**config.mk**
```make
export PLATFORM = sky130hd
export DESIGN_NAME = hazard_ctrl_flat
export DESIGN_NICKNAME = d
export VERILOG_FILES = /design/src/rtl/hazard_ctrl_pkg.sv /design/src/rtl/hazard_ctrl_if.sv /design/src/rtl/hazard_ctrl.sv /design/src/flat_wrapper.sv
export SDC_FILE = /design/constraint.sdc
export NUM_CORES = 1
export LEC_CHECK = 0
export BUFFER_PORTS_ARGS = -buffer_cell sky130_fd_sc_hd__buf_2
export CORE_AREA = 10 10 69 71
export DETAILED_ROUTE_END_ITERATION = 8
export DIE_AREA = 0 0 79 81
export GPL_TIMING_DRIVEN = 0
export SETUP_SLACK_MARGIN = 0.05
export SKIP_CTS_REPAIR_TIMING = 1
export SLEW_MARGIN = 20
export SYNTH_ARGS = -nofsm -noshare
export SYNTH_HDL_FRONTEND = slang
export SYNTH_SLANG_ARGS = --single-unit
```
**constraint.sdc**
```tcl
create_clock -name clk -period 1.75 [get_ports clk]
set_clock_uncertainty 0.1 [all_clocks]
set_input_delay 0.0875 -clock clk [delete_from_list [all_inputs] [get_ports clk]]
set_output_delay 0.0875 -clock clk [all_outputs]
set_load 0.05 [all_outputs]
```
**src/rtl/hazard_ctrl_pkg.sv**
```systemverilog
// Shared encodings and the load-use compare for the pipeline hazard controller.
// Pure definitions: no state, no timing.
package hazard_ctrl_pkg;

  typedef enum logic {
    ST_RUN = 1'b0,
    ST_MDU = 1'b1
  } state_t;

  localparam logic [4:0] REG_ZERO = 5'd0;

  // $zero is never a real dependency, so a load into r0 cannot cause a hazard.
  function automatic logic load_use(
    input logic       memread,
    input logic [4:0] idex_rt,
    input logic [4:0] ifid_rs,
    input logic [4:0] ifid_rt,
    input logic       use_rt
  );
    return memread && (idex_rt != REG_ZERO) &&
           ((idex_rt == ifid_rs) || (use_rt && (idex_rt == ifid_rt)));
  endfunction

endpackage

```
**src/rtl/hazard_ctrl_if.sv**
```systemverilog
// Hazard inputs from the pipeline registers and the buffer/PC controls driven back.
// Combinational bundle; no handshake, every signal is sampled every cycle.
interface hazard_ctrl_if #(
  parameter int CNT_W = 16
);
  logic             in_idex_memread;
  logic [4:0]       in_idex_rt;
  logic [4:0]       in_ifid_rs;
  logic [4:0]       in_ifid_rt;
  logic             in_ifid_use_rt;
  logic             in_branch_taken;
  logic             in_mdu_start;

  logic             ou_pc_we;
  logic             ou_ifid_we;
  logic             ou_ifid_flush;
  logic             ou_idex_we;
  logic             ou_idex_bubble;
  logic             ou_exmem_bubble;
  logic [CNT_W-1:0] ou_stall_cnt;

  modport master (
    output in_idex_memread, in_idex_rt, in_ifid_rs, in_ifid_rt,
           in_ifid_use_rt, in_branch_taken, in_mdu_start,
    input  ou_pc_we, ou_ifid_we, ou_ifid_flush, ou_idex_we,
           ou_idex_bubble, ou_exmem_bubble, ou_stall_cnt
  );

  modport slave (
    input  in_idex_memread, in_idex_rt, in_ifid_rs, in_ifid_rt,
           in_ifid_use_rt, in_branch_taken, in_mdu_start,
    output ou_pc_we, ou_ifid_we, ou_ifid_flush, ou_idex_we,
           ou_idex_bubble, ou_exmem_bubble, ou_stall_cnt
  );
endinterface

```
**src/rtl/hazard_ctrl.sv**
```systemverilog
// Pipeline sequencer: load-use stall, taken-branch flush, mult/div front-end hold.
// Controls are zero-cycle combinational from state+inputs; stall counter is registered.
module hazard_ctrl
  import hazard_ctrl_pkg::*;
#(
  parameter int MDU_LAT = 4,
  parameter int CNT_W   = 16
) (
  input  logic          clk,
  input  logic          rst_n,
  hazard_ctrl_if.slave  bus
);

  localparam int            CW       = (MDU_LAT > 1) ? $clog2(MDU_LAT) : 1;
  localparam logic [CW-1:0] MDU_LOAD = CW'((MDU_LAT >= 2) ? (MDU_LAT - 2) : 0);

  state_t           r_state;
  state_t           w_state_nxt;
  logic [CW-1:0]    r_cnt;
  logic [CW-1:0]    w_cnt_nxt;
  logic [CNT_W-1:0] r_stall_cnt;
  logic             w_stall;
  logic             w_lu;

  logic w_pc_we, w_ifid_we, w_ifid_flush, w_idex_we, w_idex_bubble, w_exmem_bubble;

  assign w_lu = load_use(bus.in_idex_memread, bus.in_idex_rt, bus.in_ifid_rs,
                         bus.in_ifid_rt, bus.in_ifid_use_rt);

  always_ff @(posedge clk) begin
    if (!rst_n) begin
      r_state     <= ST_RUN;
      r_cnt       <= '0;
      r_stall_cnt <= '0;
    end else begin
      r_state <= w_state_nxt;
      r_cnt   <= w_cnt_nxt;
      if (w_stall && (r_stall_cnt != {CNT_W{1'b1}}))
        r_stall_cnt <= r_stall_cnt + CNT_W'(1);
    end
  end

  // Priority in RUN: branch > mdu_start > load-use (a start and a load share the ID/EX slot).
  always_comb begin
    w_state_nxt = r_state;
    w_cnt_nxt   = r_cnt;
    w_stall     = 1'b0;
    case (r_state)
      ST_RUN: begin
        if (bus.in_branch_taken) begin
          w_stall = 1'b0;
        end else if (bus.in_mdu_start) begin
          if (MDU_LAT > 1) begin
            w_state_nxt = ST_MDU;
            w_cnt_nxt   = MDU_LOAD;
          end
        end else if (w_lu) begin
          w_stall = 1'b1;
        end
      end
      ST_MDU: begin
        w_stall = 1'b1;
        if (r_cnt == '0)
          w_state_nxt = ST_RUN;
        else
          w_cnt_nxt = r_cnt - CW'(1);
      end
      default: w_state_nxt = ST_RUN;
    endcase
  end

  always_comb begin
    w_pc_we        = 1'b1;
    w_ifid_we      = 1'b1;
    w_ifid_flush   = 1'b0;
    w_idex_we      = 1'b1;
    w_idex_bubble  = 1'b0;
    w_exmem_bubble = 1'b0;
    if (!rst_n) begin
      w_pc_we        = 1'b0;
      w_ifid_we      = 1'b0;
      w_ifid_flush   = 1'b1;
      w_idex_bubble  = 1'b1;
      w_exmem_bubble = 1'b1;
    end else if (r_state == ST_MDU) begin
      w_pc_we        = 1'b0;
      w_ifid_we      = 1'b0;
      w_idex_we      = 1'b0;
      w_exmem_bubble = 1'b1;
    end else if (bus.in_branch_taken) begin
      w_ifid_flush  = 1'b1;
      w_idex_bubble = 1'b1;
    end else if (!bus.in_mdu_start && w_lu) begin
      w_pc_we       = 1'b0;
      w_ifid_we     = 1'b0;
      w_idex_bubble = 1'b1;
    end
  end

  assign bus.ou_pc_we        = w_pc_we;
  assign bus.ou_ifid_we      = w_ifid_we;
  assign bus.ou_ifid_flush   = w_ifid_flush;
  assign bus.ou_idex_we      = w_idex_we;
  assign bus.ou_idex_bubble  = w_idex_bubble;
  assign bus.ou_exmem_bubble = w_exmem_bubble;
  assign bus.ou_stall_cnt    = r_stall_cnt;

endmodule

```
**src/flat_wrapper.sv**
```systemverilog
// flat-port wrapper written by rule: the top's interface ports become plain ports
module hazard_ctrl_flat import hazard_ctrl_pkg::*;
#(
  parameter int MDU_LAT = 4,
  parameter int CNT_W   = 16
)
  (clk, rst_n, bus_in_idex_memread, bus_in_idex_rt, bus_in_ifid_rs, bus_in_ifid_rt, bus_in_ifid_use_rt, bus_in_branch_taken, bus_in_mdu_start, bus_ou_pc_we, bus_ou_ifid_we, bus_ou_ifid_flush, bus_ou_idex_we, bus_ou_idex_bubble, bus_ou_exmem_bubble, bus_ou_stall_cnt);
  hazard_ctrl_if #(.CNT_W(CNT_W)) bus_i ();
  input  logic clk;
  input  logic rst_n;
  input wire logic [$bits(bus_i.in_idex_memread)-1:0] bus_in_idex_memread;
  input wire logic [$bits(bus_i.in_idex_rt)-1:0] bus_in_idex_rt;
  input wire logic [$bits(bus_i.in_ifid_rs)-1:0] bus_in_ifid_rs;
  input wire logic [$bits(bus_i.in_ifid_rt)-1:0] bus_in_ifid_rt;
  input wire logic [$bits(bus_i.in_ifid_use_rt)-1:0] bus_in_ifid_use_rt;
  input wire logic [$bits(bus_i.in_branch_taken)-1:0] bus_in_branch_taken;
  input wire logic [$bits(bus_i.in_mdu_start)-1:0] bus_in_mdu_start;
  output wire logic [$bits(bus_i.ou_pc_we)-1:0] bus_ou_pc_we;
  output wire logic [$bits(bus_i.ou_ifid_we)-1:0] bus_ou_ifid_we;
  output wire logic [$bits(bus_i.ou_ifid_flush)-1:0] bus_ou_ifid_flush;
  output wire logic [$bits(bus_i.ou_idex_we)-1:0] bus_ou_idex_we;
  output wire logic [$bits(bus_i.ou_idex_bubble)-1:0] bus_ou_idex_bubble;
  output wire logic [$bits(bus_i.ou_exmem_bubble)-1:0] bus_ou_exmem_bubble;
  output wire logic [$bits(bus_i.ou_stall_cnt)-1:0] bus_ou_stall_cnt;
  assign bus_i.in_idex_memread = bus_in_idex_memread;
  assign bus_i.in_idex_rt = bus_in_idex_rt;
  assign bus_i.in_ifid_rs = bus_in_ifid_rs;
  assign bus_i.in_ifid_rt = bus_in_ifid_rt;
  assign bus_i.in_ifid_use_rt = bus_in_ifid_use_rt;
  assign bus_i.in_branch_taken = bus_in_branch_taken;
  assign bus_i.in_mdu_start = bus_in_mdu_start;
  assign bus_ou_pc_we = bus_i.ou_pc_we;
  assign bus_ou_ifid_we = bus_i.ou_ifid_we;
  assign bus_ou_ifid_flush = bus_i.ou_ifid_flush;
  assign bus_ou_idex_we = bus_i.ou_idex_we;
  assign bus_ou_idex_bubble = bus_i.ou_idex_bubble;
  assign bus_ou_exmem_bubble = bus_i.ou_exmem_bubble;
  assign bus_ou_stall_cnt = bus_i.ou_stall_cnt;
  hazard_ctrl #(.MDU_LAT(MDU_LAT), .CNT_W(CNT_W)) u_core (.clk(clk), .rst_n(rst_n), .bus(bus_i));
endmodule
```
==> impl_metrics.prom <==
# TYPE chip_impl_metric gauge
chip_impl_info{name="category_of_the_critical_setup_timing_path",value="flip-flop to flip-flop"} 1
chip_impl_metric{name="die_w",unit="µm"} 79
chip_impl_metric{name="diodes",unit=""} 0
chip_impl_info{name="crit_start",value="u_core.bus.ou_stall_cnt[8]"} 1
chip_impl_metric{name="drv_slew",unit=""} 0
chip_impl_metric{name="floorplan.initialDensity",unit="%"} 33.0
chip_impl_metric{name="cp.arrival",unit="ps"} 2070
chip_impl_metric{name="seq_area",unit="µm²"} 428
chip_impl_metric{name="clock_path_buffers",unit=""} 2
chip_impl_metric{name="grt_antenna_before_repair",unit=""} 0
chip_impl_metric{name="worst-slew-pin-transition",unit="ps"} 469
chip_impl_metric{name="cts_sinks",unit=""} 19
chip_impl_metric{name="fill_cells",unit=""} 349
chip_impl_metric{name="post_synth_inst_count",unit=""} 141
chip_impl_metric{name="cts-htree-levels",unit=""} 1
chip_impl_info{name="hold_path_class",value="input port to flip-flop"} 1
chip_impl_metric{name="power_per_cell_area",unit="mW/mm²"} 481
chip_impl_metric{name="achievable-frequency",unit="MHz"} 512
chip_impl_metric{name="synth.cell_area",unit="mm²"} 0.00116
chip_impl_metric{name="worstPathRequired",unit="ps"} 1870
chip_impl_info{name="failed_checks",value="negative setup slack"} 1
chip_impl_metric{name="multi_input_area",unit="µm²"} 856
chip_impl_info{name="cts_tree",value="built"} 1
chip_impl_metric{name="fp.dieArea",unit="mm²"} 0.00640
chip_impl_metric{name="slew_headroom",unit="%"} 68.7
chip_impl_metric{name="maximum_number_of_pins_on_one_net_before_global_route_repair",unit=""} 11
chip_impl_metric{name="worstSkewPairLatency",unit="ps"} 290
chip_impl_metric{name="vias_per_cell",unit=""} 5.05
chip_impl_metric{name="finalSetupViolCount",unit=""} 14
chip_impl_info{name="outcome",value="complete, but fails checks"} 1
chip_impl_metric{name="synthesis.area_per_instance",unit="µm²"} 8.24
chip_impl_metric{name="synth_edf_count",unit=""} 0
chip_impl_info{name="rsz0062_at_grt",value="true"} 1
chip_impl_metric{name="finalSetupTns",unit="ps"} -2090
chip_impl_metric{name="final.period_utilization",unit="%"} 112
chip_impl_metric{name="detailedRoute.firstPassIterationCount",unit=""} 4
chip_impl_info{name="timing.critical_path.to_type",value="flip-flop"} 1
chip_impl_metric{name="synth_cell_type_count",unit=""} 39
chip_impl_metric{name="share_of_flip_flops_with_an_asynchronous_set_or_reset_after_synthesis",unit="%"} 0
chip_impl_metric{name="timing.final.ws_setup",unit="ps"} -205
chip_impl_metric{name="layout.cell_area.non_filler",unit="mm²"} 0.00179
chip_impl_metric{name="grt_usage",unit="%"} 10.2
chip_impl_info{name="startpoint_type",value="flip-flop"} 1
chip_impl_metric{name="gr-total-overflow",unit=""} 0
chip_impl_metric{name="max-vdd-ir-drop",unit="V"} 0.000316
chip_impl_metric{name="hold_violations",unit=""} 0
chip_impl_info{name="rr_endpoint",value="u_core.bus.ou_stall_cnt[13]"} 1
chip_impl_metric{name="num-nets-final",unit=""} 222
chip_impl_metric{name="timing.final.crit_period",unit="ps"} 1950
chip_impl_metric{name="io_pins",unit=""} 43
chip_impl_metric{name="clk_pin_slew",unit="ps"} 100
chip_impl_metric{name="coreArea",unit="mm²"} 0.00352
chip_impl_info{name="critical_path.endpoint",value="u_core.bus.ou_stall_cnt[13]"} 1
chip_impl_metric{name="timing.critical_path.fanout_max",unit=""} 6
chip_impl_metric{name="place.port_buffers",unit=""} 42
chip_impl_metric{name="ys_warn_count",unit=""} 0
chip_impl_info{name="regToRegStartpoint",value="u_core.bus.ou_stall_cnt[8]"} 1
chip_impl_metric{name="core.rowCount",unit=""} 22
chip_impl_info{name="synth.top_cells.by_area",value="sky130_fd_sc_hd__dfxtp_1, sky130_fd_sc_hd__xnor2_1, sky130_fd_sc_hd__or3_1"} 1
chip_impl_metric{name="vias_in_the_first_global_route",unit=""} 1271
chip_impl_metric{name="max_capacitance_violation_total",unit=""} 0
chip_impl_metric{name="antenna_violating_nets_post_route",unit=""} 0
chip_impl_metric{name="synth_top_area_share",unit="%"} 32.7
chip_impl_info{name="synth-main-ff-cell",value="sky130_fd_sc_hd__dfxtp_1"} 1
chip_impl_metric{name="drt_iter0_markers",unit=""} 33
chip_impl_metric{name="dr_total_vias",unit=""} 1243
chip_impl_metric{name="floorplan.die.height",unit="µm"} 81
chip_impl_metric{name="wire_per_inst",unit="µm"} 14.1
chip_impl_metric{name="number_of_clock_buffers_inserted_by_tritoncts",unit=""} 3
chip_impl_metric{name="drt_wl_total",unit="mm"} 3.46
chip_impl_info{name="cts_root_buffer",value="sky130_fd_sc_hd__clkbuf_4"} 1
chip_impl_metric{name="detail_route.drc_violations",unit=""} 0
chip_impl_metric{name="worst-r2r-setup-slack",unit="ps"} -200
chip_impl_metric{name="layout_cell_share_with_drive_strength_beyond_1",unit="%"} 53.5
chip_impl_metric{name="grt_pass1_wl",unit="mm"} 5.51
chip_impl_metric{name="sequential_cell_area_fraction_in_the_yosys_report",unit="%"} 32.7
chip_impl_metric{name="worst-r2r-cell-count",unit=""} 10
chip_impl_metric{name="globalplace.congestion",unit=""} 0.849
chip_impl_info{name="synth_largest_area_cell",value="sky130_fd_sc_hd__dfxtp_1"} 1
chip_impl_metric{name="dp_worst_setup_slack",unit="ps"} -353
chip_impl_metric{name="detailed_place_hpwl",unit="mm"} 2.56
chip_impl_metric{name="dpl-instance-area",unit="mm²"} 0.00156
chip_impl_metric{name="hold_ws",unit="ps"} 32.4
chip_impl_metric{name="synth_nets",unit=""} 164
chip_impl_metric{name="layout_area_growth_over_synthesis",unit="%"} 54.4
chip_impl_metric{name="yosys_register_bits",unit=""} 19
chip_impl_metric{name="leakagePower",unit="nW"} 0.696
==> critical path, cell delays in order (launching register included) <==
cell                      delay, ps
sky130_fd_sc_hd__dfxtp_4        370
sky130_fd_sc_hd__and3_4         170
sky130_fd_sc_hd__and3_4         180
sky130_fd_sc_hd__buf_6          120
sky130_fd_sc_hd__nand3_4         80
sky130_fd_sc_hd__a22oi_4        290
sky130_fd_sc_hd__buf_6          180
sky130_fd_sc_hd__buf_12         110
sky130_fd_sc_hd__buf_4          110
sky130_fd_sc_hd__o21ai_4         40
sky130_fd_sc_hd__a21oi_2        120
==> cell families (layout without fill, tap and decap cells) <==
group	Yosys count	count (layout)	synth area share, %
compound gates	35	35	20.2
mux	3	3	2.58
simple gates	58	58	26.8
fa+ha+maj	2	2	2.15
flops	19	19	32.7
xor+xnor	11	11	8.29
buf+inv	13	70	7.21
==> layout make-up <==
cell class | count | area share [%]
multi-input cells | 109 | 47.7
flip-flops and latches | 19 | 23.8
repair buffers | 54 | 19.0
well taps | 48 | 3.35
plain buffers | 5 | 3.21
clock buffers | 4 | 1.46
inverters | 7 | 1.46
==> state kept, by name, indices dropped and copies added, names as in the netlist <==
name and flops:
u_core.bus.ou_stall_cnt 16, u_core.r_cnt 2, u_core.r_state 1
==> routing by layer <==
metal | up-vias | wire length (µm) | track usage [%]
met1 | 574 | 1460 | 10.7
met2 | 37 | 1670 | 18.4
li1 | 628 | - | -
met5 | - | 0 | 0
met4 | 0 | 18 | 3.76
met3 | 4 | 306 | 3.64
==> per-stage QoR <==
step                      cells  power (mW)  utilization (%)
after floorplan             141       0.563                -
after global placement      231       0.620             44.3
after detailed placement    231       0.625             44.3
after CTS                   235       0.850             45.0
after global routing        246       0.915             50.9
final                       246       0.863             50.9
==> Yosys cell counts, drive strengths merged, types with 2 or more instances <==
master    n
or3      11
buf       4
dfxtp    19
a21oi    13
nand3     9
nor2      9
o31ai     2
o21ai    12
clkbuf    2
mux2i     3
nor3      2
o2111ai   2
or4       2
ha        2
xnor2    10
and3      3
nand2    11
inv       6
nand4     3
nand2b    3
==> where the power goes <==
group          switching (mW)  internal [mW]
combinational           0.127         0.0948
clock                   0.123         0.0886
sequential            0.00653          0.423
total                   0.257          0.606
==> worst min path at each step <==
stage	startpoint	to	slack, ps	depth (start not counted)
final	rst_n	u_core.bus.ou_stall_cnt[12]	30	3
after global routing	rst_n	u_core.bus.ou_stall_cnt[12]	30	3
after CTS	rst_n	u_core.bus.ou_stall_cnt[12]	7	3
after detailed placement	rst_n	u_core.bus.ou_stall_cnt[12]	330	3
after global placement	rst_n	u_core.bus.ou_stall_cnt[12]	320	3
after floorplan	rst_n	u_core.bus.ou_stall_cnt[12]	120	2
==> cell usage in the layout (no fill, tap or decap), drive strengths merged, types with 2 or more instances in the layout <==
cell / n
buf: 57
dfxtp: 19
a21oi: 13
o21ai: 12
nand2: 11
or3: 11
xnor2: 10
nand3: 9
nor2: 9
inv: 6
clkbuf: 6
nand4: 3
mux2i: 3
and3: 3
nand2b: 3
nor3: 2
or4: 2
o2111ai: 2
o31ai: 2
ha: 2
Note: power is estimated with default switching activity, not from simulation.
